===== config.mk =====
export PLATFORM = sky130hd
export DESIGN_NAME = mem_arbiter_flat
export DESIGN_NICKNAME = d
export VERILOG_FILES = /design/src/rtl/mem_arbiter_if.sv /design/src/rtl/mem_arbiter.sv /design/src/flat_wrapper.sv
export SDC_FILE = /design/constraint.sdc
export NUM_CORES = 1
export LEC_CHECK = 0
export BUFFER_PORTS_ARGS = -buffer_cell sky130_fd_sc_hd__buf_2
export CAP_MARGIN = 15
export CORE_MARGIN = 3
export CORE_UTILIZATION = 50
export CTS_BUF_LIST = sky130_fd_sc_hd__clkbuf_8
export DETAILED_ROUTE_END_ITERATION = 6
export MAX_ROUTING_LAYER = met4
export PLACE_DENSITY = 0.76
export SLEW_MARGIN = 20
export SYNTH_ARGS = -nofsm -noshare
export SYNTH_HDL_FRONTEND = slang
export SYNTH_SLANG_ARGS = --single-unit

===== constraint.sdc =====
create_clock -name clk -period 5.5 [get_ports clk]
set_input_delay 1.1 -clock clk [delete_from_list [all_inputs] [get_ports clk]]
set_output_delay 1.1 -clock clk [all_outputs]
set_load 0.05 [all_outputs]

===== src/rtl/mem_arbiter_if.sv =====
// Bus bundle between the memory arbiter, its three requesters and the byte-serial RAM port.
// slave = arbiter view, master = requester/RAM environment view.
interface mem_arbiter_if;
   logic        rdy;
   logic        flush;
   logic        io_buffer_full;
   logic [7:0]  mem_din;
   logic [7:0]  mem_dout;
   logic [31:0] mem_a;
   logic        mem_wr;
   logic        rob_req;
   logic        rob_we;
   logic [2:0]  rob_size;
   logic [31:0] rob_addr;
   logic [31:0] rob_wdata;
   logic        rob_done;
   logic [31:0] rob_rdata;
   logic        lsb_req;
   logic [2:0]  lsb_size;
   logic [31:0] lsb_addr;
   logic        lsb_done;
   logic [31:0] lsb_rdata;
   logic        if_req;
   logic [31:0] if_addr;
   logic        if_done;
   logic [31:0] if_rdata;

   modport slave (
      input  rdy, flush, io_buffer_full, mem_din,
      input  rob_req, rob_we, rob_size, rob_addr, rob_wdata,
      input  lsb_req, lsb_size, lsb_addr,
      input  if_req, if_addr,
      output mem_dout, mem_a, mem_wr,
      output rob_done, rob_rdata, lsb_done, lsb_rdata, if_done, if_rdata
   );

   modport master (
      output rdy, flush, io_buffer_full, mem_din,
      output rob_req, rob_we, rob_size, rob_addr, rob_wdata,
      output lsb_req, lsb_size, lsb_addr,
      output if_req, if_addr,
      input  mem_dout, mem_a, mem_wr,
      input  rob_done, rob_rdata, lsb_done, lsb_rdata, if_done, if_rdata
   );
endinterface


===== src/rtl/mem_arbiter.sv =====
// Fixed-priority owner of the byte-serial RAM port (ROB > LSB > fetch); multi-byte
// accesses run one byte per cycle little-endian, ending with a done pulse to the owner.
module mem_arbiter #(
   parameter logic [31:0] IO_BASE = 32'h30000
) (
   input logic          clk,
   input logic          rst,
   mem_arbiter_if.slave bus
);
   typedef enum logic [1:0] {IDLE, READ, WRITE, RECOVER} state_t;
   typedef enum logic [1:0] {OWN_ROB, OWN_LSB, OWN_IF} owner_t;

   state_t      state, state_nx;
   owner_t      owner, owner_nx;
   logic [2:0]  cnt, cnt_nx, n, n_nx;
   logic [31:0] addr, addr_nx, wdata, wdata_nx, rbuf, rbuf_nx;
   logic [31:0] mem_a_nx;
   logic [7:0]  mem_dout_nx;
   logic        mem_wr_nx;
   logic        rob_done_nx, lsb_done_nx, if_done_nx;
   logic [31:0] rob_rdata_nx, lsb_rdata_nx, if_rdata_nx;

   logic        rob_ok, lsb_ok, if_ok, abort, last;
   logic [1:0]  idx;
   logic [31:0] rd_word;

   always_comb begin
      state_nx     = state;
      owner_nx     = owner;
      cnt_nx       = cnt;
      n_nx         = n;
      addr_nx      = addr;
      wdata_nx     = wdata;
      rbuf_nx      = rbuf;
      mem_a_nx     = bus.mem_a;
      mem_dout_nx  = bus.mem_dout;
      mem_wr_nx    = bus.mem_wr;
      rob_done_nx  = 1'b0;
      lsb_done_nx  = 1'b0;
      if_done_nx   = 1'b0;
      rob_rdata_nx = bus.rob_rdata;
      lsb_rdata_nx = bus.lsb_rdata;
      if_rdata_nx  = bus.if_rdata;

      // An IO store blocked by a full buffer steps aside so loads/fetch keep flowing.
      rob_ok = bus.rob_req && !(bus.rob_we && bus.rob_addr >= IO_BASE && bus.io_buffer_full);
      lsb_ok = bus.lsb_req && !bus.flush;
      if_ok  = bus.if_req && !bus.flush;
      abort  = bus.flush && owner != OWN_ROB && (state == READ || state == WRITE);
      last   = (cnt == n);
      idx    = cnt[1:0] - 2'd1;
      rd_word = rbuf;
      rd_word[{idx, 3'b000} +: 8] = bus.mem_din;

      if (abort) begin
         mem_a_nx  = '0;
         mem_wr_nx = 1'b0;
         state_nx  = IDLE;
      end else begin
         case (state)
            IDLE: begin
               mem_a_nx  = '0;
               mem_wr_nx = 1'b0;
               if (rob_ok || lsb_ok || if_ok) begin
                  cnt_nx  = 3'd1;
                  rbuf_nx = '0;
                  if (rob_ok) begin
                     owner_nx = OWN_ROB;
                     addr_nx  = bus.rob_addr;
                     n_nx     = bus.rob_size;
                     wdata_nx = bus.rob_wdata;
                  end else if (lsb_ok) begin
                     owner_nx = OWN_LSB;
                     addr_nx  = bus.lsb_addr;
                     n_nx     = bus.lsb_size;
                  end else begin
                     owner_nx = OWN_IF;
                     addr_nx  = bus.if_addr;
                     n_nx     = 3'd4;
                  end
                  mem_a_nx = addr_nx;
                  if (rob_ok && bus.rob_we) begin
                     mem_dout_nx = bus.rob_wdata[7:0];
                     mem_wr_nx   = 1'b1;
                     state_nx    = WRITE;
                  end else begin
                     state_nx = READ;
                  end
               end
            end
            READ: begin
               rbuf_nx = rd_word;
               if (last) begin
                  mem_a_nx = '0;
                  state_nx = RECOVER;
                  case (owner)
                     OWN_ROB: begin rob_rdata_nx = rd_word; rob_done_nx = 1'b1; end
                     OWN_LSB: begin lsb_rdata_nx = rd_word; lsb_done_nx = 1'b1; end
                     default: begin if_rdata_nx  = rd_word; if_done_nx  = 1'b1; end
                  endcase
               end else begin
                  mem_a_nx = addr + {29'd0, cnt};
                  cnt_nx   = cnt + 3'd1;
               end
            end
            WRITE: begin
               if (last) begin
                  mem_wr_nx   = 1'b0;
                  mem_a_nx    = '0;
                  rob_done_nx = 1'b1;
                  state_nx    = RECOVER;
               end else begin
                  mem_a_nx    = addr + {29'd0, cnt};
                  mem_dout_nx = wdata[{cnt[1:0], 3'b000} +: 8];
                  cnt_nx      = cnt + 3'd1;
               end
            end
            default: state_nx = IDLE;
         endcase
      end
   end

   always_ff @(posedge clk) begin
      if (rst) begin
         state         <= IDLE;
         owner         <= OWN_ROB;
         cnt           <= '0;
         n             <= '0;
         addr          <= '0;
         wdata         <= '0;
         rbuf          <= '0;
         bus.mem_a     <= '0;
         bus.mem_dout  <= '0;
         bus.mem_wr    <= 1'b0;
         bus.rob_done  <= 1'b0;
         bus.lsb_done  <= 1'b0;
         bus.if_done   <= 1'b0;
         bus.rob_rdata <= '0;
         bus.lsb_rdata <= '0;
         bus.if_rdata  <= '0;
      end else if (bus.rdy) begin
         state         <= state_nx;
         owner         <= owner_nx;
         cnt           <= cnt_nx;
         n             <= n_nx;
         addr          <= addr_nx;
         wdata         <= wdata_nx;
         rbuf          <= rbuf_nx;
         bus.mem_a     <= mem_a_nx;
         bus.mem_dout  <= mem_dout_nx;
         bus.mem_wr    <= mem_wr_nx;
         bus.rob_done  <= rob_done_nx;
         bus.lsb_done  <= lsb_done_nx;
         bus.if_done   <= if_done_nx;
         bus.rob_rdata <= rob_rdata_nx;
         bus.lsb_rdata <= lsb_rdata_nx;
         bus.if_rdata  <= if_rdata_nx;
      end
   end
endmodule


===== src/flat_wrapper.sv =====
// flat-port wrapper written by rule: the top's interface ports become plain ports
module mem_arbiter_flat 
#(
   parameter logic [31:0] IO_BASE = 32'h30000
)
  (clk, rst, bus_rdy, bus_flush, bus_io_buffer_full, bus_mem_din, bus_rob_req, bus_rob_we, bus_rob_size, bus_rob_addr, bus_rob_wdata, bus_lsb_req, bus_lsb_size, bus_lsb_addr, bus_if_req, bus_if_addr, bus_mem_dout, bus_mem_a, bus_mem_wr, bus_rob_done, bus_rob_rdata, bus_lsb_done, bus_lsb_rdata, bus_if_done, bus_if_rdata);
  mem_arbiter_if bus_i ();
  input logic clk;
  input logic rst;
  input wire logic [$bits(bus_i.rdy)-1:0] bus_rdy;
  input wire logic [$bits(bus_i.flush)-1:0] bus_flush;
  input wire logic [$bits(bus_i.io_buffer_full)-1:0] bus_io_buffer_full;
  input wire logic [$bits(bus_i.mem_din)-1:0] bus_mem_din;
  input wire logic [$bits(bus_i.rob_req)-1:0] bus_rob_req;
  input wire logic [$bits(bus_i.rob_we)-1:0] bus_rob_we;
  input wire logic [$bits(bus_i.rob_size)-1:0] bus_rob_size;
  input wire logic [$bits(bus_i.rob_addr)-1:0] bus_rob_addr;
  input wire logic [$bits(bus_i.rob_wdata)-1:0] bus_rob_wdata;
  input wire logic [$bits(bus_i.lsb_req)-1:0] bus_lsb_req;
  input wire logic [$bits(bus_i.lsb_size)-1:0] bus_lsb_size;
  input wire logic [$bits(bus_i.lsb_addr)-1:0] bus_lsb_addr;
  input wire logic [$bits(bus_i.if_req)-1:0] bus_if_req;
  input wire logic [$bits(bus_i.if_addr)-1:0] bus_if_addr;
  output wire logic [$bits(bus_i.mem_dout)-1:0] bus_mem_dout;
  output wire logic [$bits(bus_i.mem_a)-1:0] bus_mem_a;
  output wire logic [$bits(bus_i.mem_wr)-1:0] bus_mem_wr;
  output wire logic [$bits(bus_i.rob_done)-1:0] bus_rob_done;
  output wire logic [$bits(bus_i.rob_rdata)-1:0] bus_rob_rdata;
  output wire logic [$bits(bus_i.lsb_done)-1:0] bus_lsb_done;
  output wire logic [$bits(bus_i.lsb_rdata)-1:0] bus_lsb_rdata;
  output wire logic [$bits(bus_i.if_done)-1:0] bus_if_done;
  output wire logic [$bits(bus_i.if_rdata)-1:0] bus_if_rdata;
  assign bus_i.rdy = bus_rdy;
  assign bus_i.flush = bus_flush;
  assign bus_i.io_buffer_full = bus_io_buffer_full;
  assign bus_i.mem_din = bus_mem_din;
  assign bus_i.rob_req = bus_rob_req;
  assign bus_i.rob_we = bus_rob_we;
  assign bus_i.rob_size = bus_rob_size;
  assign bus_i.rob_addr = bus_rob_addr;
  assign bus_i.rob_wdata = bus_rob_wdata;
  assign bus_i.lsb_req = bus_lsb_req;
  assign bus_i.lsb_size = bus_lsb_size;
  assign bus_i.lsb_addr = bus_lsb_addr;
  assign bus_i.if_req = bus_if_req;
  assign bus_i.if_addr = bus_if_addr;
  assign bus_mem_dout = bus_i.mem_dout;
  assign bus_mem_a = bus_i.mem_a;
  assign bus_mem_wr = bus_i.mem_wr;
  assign bus_rob_done = bus_i.rob_done;
  assign bus_rob_rdata = bus_i.rob_rdata;
  assign bus_lsb_done = bus_i.lsb_done;
  assign bus_lsb_rdata = bus_i.lsb_rdata;
  assign bus_if_done = bus_i.if_done;
  assign bus_if_rdata = bus_i.if_rdata;
  mem_arbiter #(.IO_BASE(IO_BASE)) u_core (.clk(clk), .rst(rst), .bus(bus_i));
endmodule

# Word level (Yosys, flattened, before mapping)
# Cells that the tools add are included.
# word_totals
reg_bits	246
inputBits	151
out_inout_bits	140
# classes
addsub	4
magnitude_cmp	1
n_eq_ne	11
shifts	3
muxes	43
bitwise_logic	2
n_reduce_logical	34
# op_table
op	n
2-to-1 mux 32 bit	6
one-hot mux 32 bit (2 select lines)	2
adder 32 x 3 -> 32 bit	1
bitwise mux 32 bit	1
greater-or-equal comparator 32 x 18 -> 1 bit (second input constant)	1
variable shift 8 x 7 -> 32 bit (first input constant)	1
indexed part select 32 x 6 -> 8 bit	1
indexed part select 8 x 7 -> 32 bit	1
AND reduction 5 bit	5
2-to-1 mux 8 bit	3
2-to-1 mux 1 bit	16
one-hot mux 8 bit (2 select lines)	1
2-to-1 mux 2 bit	6
2-to-1 mux 3 bit	4
!= test 3 x 1 -> 1 bit (second input constant)	3
logical AND 1 bit	8
AND reduction 4 bit	2
nonzero test 2 bit	4
negation 5 -> 7 bit	1
one-hot mux 3 bit (2 select lines)	1
AND reduction 3 bit	2
AND reduction 6 bit	1
nonzero test 3 bit	2
== test 2 x 1 -> 1 bit (second input constant)	2
14 further kinds	23

# Logic depth before layout (Yosys ltp)
# Gate-level depths: netlist of the first run.
# depth
word_depth	10
depth_mapped	10
depth_no_buf	8

# Worst setup path after synthesis of the first run
# Ideal clock, no wire load.
# synth_path
kind	input -> register
from	in bus_rob_addr[20]
to	reg u_core.bus.mem_a[29]
setup_time_ns	0.128
arrival_ns	2.521
required_time_ns	5.372
path_slack_ns	2.852
stages	8
path_buffers	2
path_cell_list	nor4_2 a41oi_1 nand2b_1 buf_4 buf_6 mux2_1 a22oi_1 o21ai_1
# synth_via
elab_chain_cells	10
# synth_rtl
element	line_no	text
from (decl)	flat_wrapper.sv:17	input wire logic [$bits(bus_i.rob_addr)-1:0] bus_rob_addr;
greater-or-equal comparator 32 x 18 -> 1 bit *	mem_arbiter.sv:46	rob_ok = bus.rob_req && !(bus.rob_we && bus.rob_addr >= IO_BASE && bus.io_buffer_full);
logical AND 1 bit * (2 in a row)	mem_arbiter.sv:46	
zero test 1 bit *	mem_arbiter.sv:46	
logical AND 1 bit *	mem_arbiter.sv:46	
logical OR 1 bit (2 in a row)	mem_arbiter.sv:64	if (rob_ok || lsb_ok || if_ok) begin
2-to-1 mux 32 bit *	mem_arbiter.sv:64	
one-hot mux 32 bit (2 select lines) *	mem_arbiter.sv:60	case (state)
2-to-1 mux 32 bit *	mem_arbiter.sv:55	if (abort) begin
to (signal assigned)	mem_arbiter.sv:149	bus.mem_a <= mem_a_nx;
to (decl)	mem_arbiter_if.sv:33	output mem_dout, mem_a, mem_wr,
# Mark *: on every way between the ends. The rest lies on a longest branch, timed or not.
# A chain may end at the register's enable or synchronous reset.

# Final worst setup path of the first run
# layout_path
from	reg u_core.state[0]
to	reg u_core.bus.lsb_rdata[2]
# layout_via
elab_chain_cells	5
# layout_rtl
element	line_no	text
from (decl)	mem_arbiter.sv:13	state_t state, state_nx;
from (signal assigned)	mem_arbiter.sv:142	state <= state_nx;
== test 2 x 1 -> 1 bit or == test 2 bit (tied branches)	mem_arbiter.sv:49, mem_arbiter.sv:60	
logical OR 1 bit	mem_arbiter.sv:49	abort = bus.flush && owner != OWN_ROB && (state == READ || state == WRITE);
logical AND 1 bit	mem_arbiter.sv:49	
inverter 1 bit (no source line)	n/a	
AND reduction 5 bit (no source line) *	n/a	
to (signal assigned)	mem_arbiter.sv:156	bus.lsb_rdata <= lsb_rdata_nx;
to (decl)	mem_arbiter_if.sv:34	output rob_done, rob_rdata, lsb_done, lsb_rdata, if_done, if_rdata
# Marked as above.

==> results of run 1 <==
==> routing by layer <==
metal | track usage, % | routed length (µm)
met5 | - | 0
met2 | 41.1 | 14800
met4 | 8.30 | 822
met1 | 33.0 | 13500
met3 | 5.09 | 2190
==> sequential cells by signal (all words and copies together), names as in the netlist <==
register,flops
u_core.bus.mem_dout,8
u_core.bus.if_rdata,32
u_core.wdata,32
u_core.state,2
u_core.bus.mem_a,32
u_core.cnt,3
u_core.addr,32
u_core.rbuf,32
u_core.bus.if_done,1
u_core.bus.rob_done,1
u_core.n,3
u_core.bus.rob_rdata,32
u_core.owner,2
u_core.bus.lsb_done,1
u_core.bus.mem_wr,1
u_core.bus.lsb_rdata,32
==> synthesized netlist by cell type (5+ instances only) <==
library cell  instances
o221ai_1             10
a22oi_1              36
buf_6                 6
ha_1                 12
and3_1                6
a22o_1               18
o21ai_0              18
nor2_1              182
mux2i_1               9
o21ai_1               5
xnor2_1              18
mux4_2                8
a211oi_1             86
buf_4                 7
nor3_1                8
clkbuf_1             56
nor2b_1              36
inv_1                44
a31oi_1              18
buf_2                25
a21oi_1              98
xor2_1               14
nand4_1               7
nand3_1              17
nor2_2               10
a221o_1              17
a211oi_2             22
nand2_1             196
o211ai_1             14
dfxtp_1             246
==> critical path, stage by stage (launching register included) <==
cell and delay (ns):
dfxtp_1 0.38, inv_1 0.09, ha_1 0.47, o211ai_1 0.27
and2_1 0.27, and3_1 0.19, and3b_2 0.71, buf_4 0.51
nor2_1 0.09, a211oi_1 0.23
==> report_power, final <==
part | leakage (nW) | internal [mW] | switching (mW) | total (mW)
logic | 3.30 | 0.413 | 0.990 | 1.40
clock network | 0.485 | 0.916 | 0.728 | 1.64
registers | 2.00 | 1.95 | 0.116 | 2.07
==> how the worst max path moves through the flow <==
stage,end,depth (start not counted)
after floorplan,u_core.bus.mem_a[29],8
after global placement,u_core.addr[5],8
after detailed placement,u_core.addr[0],8
after CTS,u_core.bus.lsb_rdata[2],9
after global routing,u_core.bus.lsb_rdata[1],9
final,u_core.bus.lsb_rdata[2],9
==> stage by stage <==
step           power, mW  cell area (µm²)  worst slack [ns]  utilization, %
2_1_floorplan       3.14            11200              2.85               -
3_3_place_gp        3.48            12600              1.90            57.7
3_5_place_dp        3.50            12600              1.82            57.7
4_1_cts             5.15            13500              2.17            61.6
5_1_grt             5.37            13500              1.90            61.6
6_report            5.11            13500              2.19            61.6
==> area by class of cell <==
type | instances | area share (%)
Tap cell | 280 | 2.60
Clock buffer | 53 | 5.41
Inverter | 44 | 1.22
Timing Repair Buffer | 304 | 11.6
Clock inverter | 20 | 0.890
Sequential cell | 246 | 36.5
Multi-Input combinational cell | 922 | 41.8
Antenna cell | 2 | 0.0371
==> cells by family (layout without fill, tap and decap cells) <==
family / count (synthesis) / count (layout)
XOR/XNOR: 32 / 32
AND/OR/NAND/NOR: 494 / 494
buffers and inverters: 142 / 421
AO/OA/AOI/OAI: 361 / 361
adder cells (fa/ha/maj): 13 / 13
flip-flops: 246 / 246
other: 0 / 2
multiplexers: 22 / 22
==> impl_metrics.env, run 1 <==
export IMPL_placed_cells=1796
export IMPL_routed_wl_um=31300
export IMPL_post_cts_setup_buffers=0
export IMPL_fill_cells=1957
export IMPL_fin_hold_ws_ns=0.453
export IMPL_grt_overflow_total=0
export IMPL_dp_hpwl_um=21700
export IMPL_cts_buffers=42
export IMPL_synth_fa_ha_area_share_pct=1.52
export IMPL_peakVddDrop_mv=0.278
export IMPL_io_buffer_count=290
export IMPL_status="completed"
export IMPL_h_tree_depth=2
export IMPL_viasPerCell=5.52
export IMPL_synth_xor_area_share_pct=2.51
export IMPL_ys_seq_area_share_pct=44.1
export IMPL_synth_edf_count=0
export IMPL_path_class="register to register"
export IMPL_ant_nets=0
export IMPL_synth_top_family_by_area="compound AO/OA/AOI/OAI gates"
export IMPL_critPathMaxFanout=35
export IMPL_grt_max_degree=107
export IMPL_skew_ns=0.0320
export IMPL_drcViolationCount=0
export IMPL_drv_cap=0
export IMPL_grt_pass1_vias=9941
export IMPL_layout_commonest_cell="buf_2"
export IMPL_rsz0062_at_grt="no"
export IMPL_syn_cell_area_mm2=0.0112
export IMPL_worstHoldPathType="register to register"
export IMPL_layout_drive_gt1_share_pct=27.2
export IMPL_fin_cells=1871
export IMPL_postCtsResizedCells=0
export IMPL_clkSlewWorstSetupHoldPaths_ns=0.06
export IMPL_cts_buffer_depth=3
export IMPL_worstPathRequired_ns=5.94
export IMPL_period_needed_ns=3.31
export IMPL_finalCritPeriodShare_pct=60.2
export IMPL_cp_arrival_ns=3.76
export IMPL_layout_common_cells="289 x buf_2, 246 x dfxtp_1, 195 x nand2_1"
export IMPL_clkLatencyLatePin_ns=0.54
export IMPL_globalRouteTotalUtil_pct=25.7
export IMPL_hold_viol=0
export IMPL_p_leak_nw=5.78
export IMPL_antenna_found_initial=2
export IMPL_regToRegSetupSlack_ns=2.19
export IMPL_num_rows=54
export IMPL_synth_compound_area_share_pct=23.4
export IMPL_area_growth_pct=20.7
export IMPL_cts_tree="yes"
export IMPL_syn_nets=1474
export IMPL_synth_top_area_share_pct=44.1
export IMPL_avgSynthCellArea_um2=8.53
export IMPL_cp_end_kind="register"
export IMPL_p_per_area_mw_per_mm2=379
export IMPL_netlist_instances=1310
export IMPL_regArea_mm2=0.00492
export IMPL_cp_start_kind="register"
export IMPL_synth_seq_cells=246
export IMPL_regToRegStartpoint="u_core.state[0]"
export IMPL_multi_input_area_mm2=0.00563
export IMPL_grt_pass1_wl_um=50000
export IMPL_initial_core_util_pct=51.1
export IMPL_synthFlopType="dfxtp_1"
export IMPL_core_area_mm2=0.0219
export IMPL_hold_end="u_core.wdata[13]"
export IMPL_vias=10300
export IMPL_tightest_slew_ns=1.05
export IMPL_ys_top_cells_by_area="dfxtp_1 44%, nand2_1 6.6%, nor2_1 6.1%, a211oi_1 5.8%, a21oi_1 4.4%"
export IMPL_die_area_mm2=0.0242
export IMPL_root_buffer="clkbuf_8"
export IMPL_synthArstFlopShare_pct=0
export IMPL_gp_congestion=0.914
export IMPL_setup_viol_count_final=0
export IMPL_synth_area_leader_cell="dfxtp_1"
export IMPL_firstDrtPassIters=7
export IMPL_synthMuxAreaShare_pct=2.92
export IMPL_max_freq_ghz=0.302
export IMPL_hold_depth=2
export IMPL_synth_cell_types=65
export IMPL_holdCritStartpoint="u_core.wdata[13]"
export IMPL_crit_path_start="u_core.state[0]"
export IMPL_top_level_ports=291
export IMPL_drt_iter0_drc=684
export IMPL_hold_buffers=0
export IMPL_cts_sinks=246
export IMPL_die_y_um=156
export IMPL_tns_ns=0
export IMPL_yosys_warnings=0
export IMPL_rr_endpoint="u_core.bus.lsb_rdata[2]"
export IMPL_max_slew_margin_pct=30.1
export IMPL_slew_viol_final=0
export IMPL_nets=1724
export IMPL_die_x_um=156
export IMPL_yosys_area_share_simple_pct=19.7
export IMPL_routedWlPerCell_um=16.7
export IMPL_rr_worst_depth=9
Note: power is estimated with default switching activity, not from simulation.
==> run 2: changes to the inputs <==
clock period = 3.35 ns   (was 5.5 ns; I/O delays follow)
==> impl_metrics.env, run 2 (same netlist as run 1, synthesis figures left out) <==
export IMPL_status="completed"
export IMPL_cp_end_kind="register"
export IMPL_slew_viol_final=0
export IMPL_hold_end="u_core.wdata[17]"
export IMPL_holdCritStartpoint="bus_rob_wdata[17]"
export IMPL_hold_viol=0
export IMPL_layout_common_cells="289 x buf_2, 246 x dfxtp_1, 196 x nand2_1"
export IMPL_antenna_found_initial=2
export IMPL_layout_drive_gt1_share_pct=27.4
export IMPL_die_y_um=156
export IMPL_drcViolationCount=0
export IMPL_grt_pass1_vias=9857
export IMPL_path_class="register to register"
export IMPL_postCtsResizedCells=0
export IMPL_top_level_ports=291
export IMPL_setup_viol_count_final=0
export IMPL_skew_ns=0.0244
export IMPL_rr_worst_depth=8
export IMPL_root_buffer="clkbuf_8"
export IMPL_core_area_mm2=0.0219
export IMPL_max_slew_margin_pct=29.9
export IMPL_worstPathRequired_ns=3.75
export IMPL_nets=1732
export IMPL_routed_wl_um=31600
export IMPL_clkLatencyLatePin_ns=0.53
export IMPL_ant_nets=0
export IMPL_tightest_slew_ns=1.04
export IMPL_crit_family="compound AO/OA/AOI/OAI gates"
export IMPL_max_freq_ghz=0.348
export IMPL_die_x_um=156
export IMPL_cts_buffers=41
export IMPL_p_per_area_mw_per_mm2=620
export IMPL_rr_endpoint="u_core.addr[26]"
export IMPL_dp_hpwl_um=21900
export IMPL_firstDrtPassIters=5
export IMPL_drt_iter0_drc=686
export IMPL_regToRegStartpoint="u_core.state[0]"
export IMPL_post_cts_setup_buffers=0
export IMPL_vias=10400
export IMPL_cp_start_kind="register"
export IMPL_regToRegSetupSlack_ns=0.48
export IMPL_critPathMaxFanout=18
export IMPL_crit_buf_inv=1
export IMPL_power_total_mw=8.42
export IMPL_grt_overflow_total=0
export IMPL_hold_buffers=0
export IMPL_period_needed_ns=2.87
export IMPL_die_area_mm2=0.0242
export IMPL_routedWlPerCell_um=16.8
export IMPL_globalRouteTotalUtil_pct=25.7
export IMPL_gp_congestion=0.886
export IMPL_viasPerCell=5.57
export IMPL_slowest_stage="a21o_1"
export IMPL_rsz0062_at_grt="no"
export IMPL_layout_commonest_cell="buf_2"
export IMPL_grt_max_degree=169
export IMPL_peakVddDrop_mv=0.346
export IMPL_hold_depth=3
export IMPL_h_tree_depth=2
export IMPL_num_rows=54
export IMPL_worstHoldPathType="input pin to register"
export IMPL_cp_cell_sequence="inv_1, ha_1, o211ai_1, and2_1, nand2_1, a21o_1, nor2_8, a22o_1"
export IMPL_cts_buffer_depth=3
export IMPL_drv_cap=0
export IMPL_finalCritPeriodShare_pct=85.7
export IMPL_initial_core_util_pct=51.1
export IMPL_tns_ns=0
export IMPL_p_leak_nw=5.82
export IMPL_critPathMaxStageDelay_ns=0.60
export IMPL_cts_tree="yes"
export IMPL_grt_pass1_wl_um=50100
export IMPL_cp_arrival_ns=3.27
export IMPL_area_growth_pct=21.4
export IMPL_io_buffer_count=290
export IMPL_cts_sinks=246
export IMPL_clkSlewWorstSetupHoldPaths_ns=0.06
==> run 2: cell types whose count changed in the layout (fill, tap and decap cells not counted), sizes merged <==
| cell | before | now |
|---|---|---|
| clkbuf | 53 | 51 |
| buf | 304 | 313 |
| clkinvlp | 0 | 1 |
| bufinv | 1 | 2 |
| clkinv | 7 | 4 |
==> run 2: layout make-up <==
type	instances	area (µm²)
Fill cell	1999	8320
Clock inverter	19	143
Clock buffer	51	702
Inverter	44	165
Multi-Input combinational cell	922	5620
Tap cell	280	350
Sequential cell	246	4920
Antenna cell	2	5.00
Timing Repair Buffer	313	1660
==> run 2: worst min-delay path: cells and delay by family <==
kind	cells	cell delay (ns)
compound gates	1	0.05
buf+inv	1	0.09
simple gates	1	0.04
==> run 2: per-stage QoR <==
stage / utilization [%] / setup WS (ns) / hold slack, ns / area, µm² / std cells
after floorplan: - / 1.04 / 0.433 / 11200 / 1310
after global placement: 58.1 / 0.666 / 0.438 / 12700 / 1805
after detailed placement: 58.1 / 0.529 / 0.444 / 12700 / 1805
after CTS: 62.0 / 0.488 / 0.348 / 13600 / 1875
after global routing: 62.0 / 0.266 / 0.356 / 13600 / 1877
final: 62.0 / 0.479 / 0.375 / 13600 / 1877
==> run 2: routing by layer <==
layer / global-route usage (%) / part of all wire (%) / vias up
met5: - / 0 / -
met4: 8.63 / 2.7 / 0
met3: 4.62 / 7.0 / 67
met2: 39.6 / 46 / 356
met1: 34.3 / 44 / 4896
li1: - / - / 5128
==> run 2: how the worst max path moves through the flow <==
stage | from | end | slack [ns] | cells after the start
after floorplan | u_core.cnt[0] | u_core.bus.if_rdata[10] | 1.04 | 8
after global routing | u_core.state[0] | u_core.addr[26] | 0.27 | 8
final | u_core.state[0] | u_core.addr[26] | 0.48 | 8
after detailed placement | u_core.state[0] | u_core.addr[12] | 0.53 | 8
after CTS | u_core.state[0] | u_core.addr[1] | 0.49 | 8
after global placement | u_core.cnt[1] | u_core.bus.if_rdata[9] | 0.67 | 7
==> run 2: report_power, final <==
part           internal, mW  switching (mW)  leakage, nW
clock                  1.53            1.19        0.473
sequential             3.20           0.202         2.00
combinational         0.690            1.60         3.35
total                  5.42            2.99         5.82
==> run 3: changes to the inputs <==
ABC_AREA = 1   (was unset)
CTS_BUF_LIST = sky130_fd_sc_hd__clkbuf_16   (was sky130_fd_sc_hd__clkbuf_8)
PLACE_DENSITY = 0.75   (was 0.76)
==> impl_metrics.env, run 3 <==
export IMPL_nets=2259
export IMPL_die_area_mm2=0.0267
export IMPL_gp_congestion=0.947
export IMPL_hold_viol=0
export IMPL_cts_tree="yes"
export IMPL_max_slew_margin_pct=39.3
export IMPL_cp_arrival_ns=3.60
export IMPL_layout_commonest_cell="nand2_1"
export IMPL_drv_cap=0
export IMPL_die_y_um=163
export IMPL_fill_cells=2329
export IMPL_skew_ns=0.0161
export IMPL_globalRouteTotalUtil_pct=29.2
export IMPL_rsz0062_at_grt="no"
export IMPL_p_clk_share_pct=28.5
export IMPL_synth_top_area_share_pct=39.8
export IMPL_clkSlewWorstSetupHoldPaths_ns=0.06
export IMPL_viasPerCell=5.39
export IMPL_synthFlopType="dfxtp_1"
export IMPL_core_area_mm2=0.0239
export IMPL_top_level_ports=291
export IMPL_hold_buffers=0
export IMPL_post_cts_setup_buffers=0
export IMPL_hold_depth=3
export IMPL_cts_buffer_depth=3
export IMPL_grt_max_degree=119
export IMPL_switching_share_pct=40.4
export IMPL_crit_end="u_core.rbuf[2]"
export IMPL_root_buffer="clkbuf_16"
export IMPL_p_comb_share_pct=35.7
export IMPL_worstHoldPathType="input pin to register"
export IMPL_area_growth_pct=19.1
export IMPL_cts_buffers=27
export IMPL_ant_nets=0
export IMPL_routedWlPerCell_um=16.2
export IMPL_layout_drive_gt1_share_pct=18.1
export IMPL_syn_nets=2036
export IMPL_initial_core_util_pct=51.8
export IMPL_fin_cells=2436
export IMPL_syn_cell_area_mm2=0.0124
export IMPL_cts_sinks=246
export IMPL_seqPwrFrac_pct=35.8
export IMPL_drt_iter0_drc=1211
export IMPL_cp_end_kind="register"
export IMPL_slew_viol_final=0
export IMPL_drcViolationCount=0
export IMPL_num_rows=56
export IMPL_firstDrtPassIters=5
export IMPL_layout_common_cells="461 x nand2_1, 289 x buf_2, 246 x dfxtp_1"
export IMPL_postCtsResizedCells=0
export IMPL_synthArstFlopShare_pct=0
export IMPL_power_total_mw=9.91
export IMPL_crit_path_start="u_core.cnt[0]"
export IMPL_power_internal_mw=5.91
export IMPL_cp_start_kind="register"
export IMPL_postPlaceCellArea_mm2=0.0139
export IMPL_setup_viol_count_final=0
export IMPL_synth_seq_cells=246
export IMPL_post_place_ws_ns=0.416
export IMPL_p_leak_nw=6.91
export IMPL_power_switching_mw=4.01
export IMPL_antenna_found_initial=2
export IMPL_multi_input_area_mm2=0.00619
export IMPL_yosysMostFrequentCell="nand2_1"
export IMPL_synth_edf_count=0
export IMPL_ys_top_cells_by_area="dfxtp_1 40%, nand2_1 14%, a21oi_1 8.6%, o21ai_0 6.2%, nand3_1 6.1%"
export IMPL_period_needed_ns=3.14
export IMPL_tns_ns=0
export IMPL_tightest_slew_ns=0.911
export IMPL_io_buffer_count=290
export IMPL_max_freq_ghz=0.318
export IMPL_path_class="register to register"
export IMPL_peakVddDrop_mv=0.552
export IMPL_synth_cell_types=37
export IMPL_placed_cells=2385
export IMPL_routed_wl_um=39500
export IMPL_regToRegSetupSlack_ns=0.21
export IMPL_p_per_area_mw_per_mm2=672
export IMPL_netlist_instances=1872
export IMPL_clkLatencyLatePin_ns=0.53
export IMPL_h_tree_depth=1
export IMPL_die_x_um=163
export IMPL_ys_seq_area_share_pct=39.8
export IMPL_grt_pass1_vias=12100
export IMPL_design_area_mm2=0.0147
export IMPL_worstPathRequired_ns=3.81
export IMPL_yosys_warnings=0
export IMPL_dp_hpwl_um=27600
export IMPL_grt_overflow_total=0
export IMPL_rr_worst_depth=8
export IMPL_regToRegStartpoint="u_core.cnt[0]"
export IMPL_fin_ws_ns=0.210
export IMPL_grt_pass1_wl_um=62100
export IMPL_synthTopCellsByCount="461 x nand2_1, 246 x dfxtp_1, 214 x a21oi_1"
export IMPL_regArea_mm2=0.00492
export IMPL_rr_endpoint="u_core.rbuf[2]"
export IMPL_vias=13100
export IMPL_avgSynthCellArea_um2=6.61
export IMPL_synth_area_leader_cell="dfxtp_1"
export IMPL_status="completed"
export IMPL_critPathMaxFanout=18
export IMPL_finalCritPeriodShare_pct=93.7
[run 3: kinds of logic (layout without fill, tap and decap cells)]
family / Yosys count / after routing / share of synthesized area [%]
compound gates: 436 / 436 / 18.5
xor+xnor: 9 / 9 / 0.637
simple gates: 852 / 852 / 29.4
mux: 1 / 1 / 0.0909
other cells: 0 / 2 / 0
flops: 246 / 246 / 39.8
fa+ha+maj: 13 / 13 / 1.37
buf+inv: 315 / 558 / 10.2
[run 3: critical path, stage by stage, from the launching register on]
cell and delay (ns):
dfxtp_1 0.61, clkinv_1 0.59, ha_1 0.58, nand4_1 0.49, o22ai_1 0.38, inv_1 0.13
nor2_1 0.13, o21ai_1 0.08, nor2_1 0.08
[run 3: worst min-delay path by stage]
stage / start / end / slack (ns)
after floorplan: u_core.wdata[0] / u_core.wdata[0] / 0.44
after global placement: u_core.bus.rob_rdata[22] / u_core.bus.rob_rdata[22] / 0.43
after detailed placement: u_core.bus.rob_rdata[27] / u_core.bus.rob_rdata[27] / 0.43
after CTS: bus_rob_wdata[11] / u_core.wdata[11] / 0.37
after global routing: bus_rob_wdata[10] / u_core.wdata[10] / 0.38
final: bus_rob_wdata[11] / u_core.wdata[11] / 0.38
[run 3: stage by stage]
step | utilization (%) | hold slack (ns)
floorplan | - | 0.439
global placement | 58.2 | 0.431
detailed placement | 58.2 | 0.433
CTS | 61.7 | 0.366
global route | 61.7 | 0.382
finish | 61.7 | 0.382
[run 3: per-layer routing]
metal	global-route usage, %	up-vias	wire length, µm
li1	-	6523	-
met1	38.7	6008	17000
met2	46.5	523	18000
met3	4.64	83	3320
met4	8.61	0	1150
met5	-	-	0
[run 3: area by class of cell]
class | count | area share (%)
diodes | 2 | 0.0339
clock buffers | 27 | 4.58
clock inverters | 22 | 1.08
inverters | 196 | 5.00
multi-input cells | 1311 | 42.0
flip-flops and latches | 246 | 33.4
well taps | 319 | 2.71
repair buffers | 313 | 11.2
[run 3: power by group through the flow]
| stage | Clock, mW | Combinational (mW) | Sequential, mW |
|---|---|---|---|
| after floorplan | 0 | 1.99 | 4.17 |
| after global placement | 0 | 3.43 | 3.60 |
| after detailed placement | 0 | 3.49 | 3.61 |
| after CTS | 2.86 | 3.51 | 3.55 |
| after global routing | 2.98 | 3.90 | 3.59 |
| final | 2.82 | 3.54 | 3.55 |
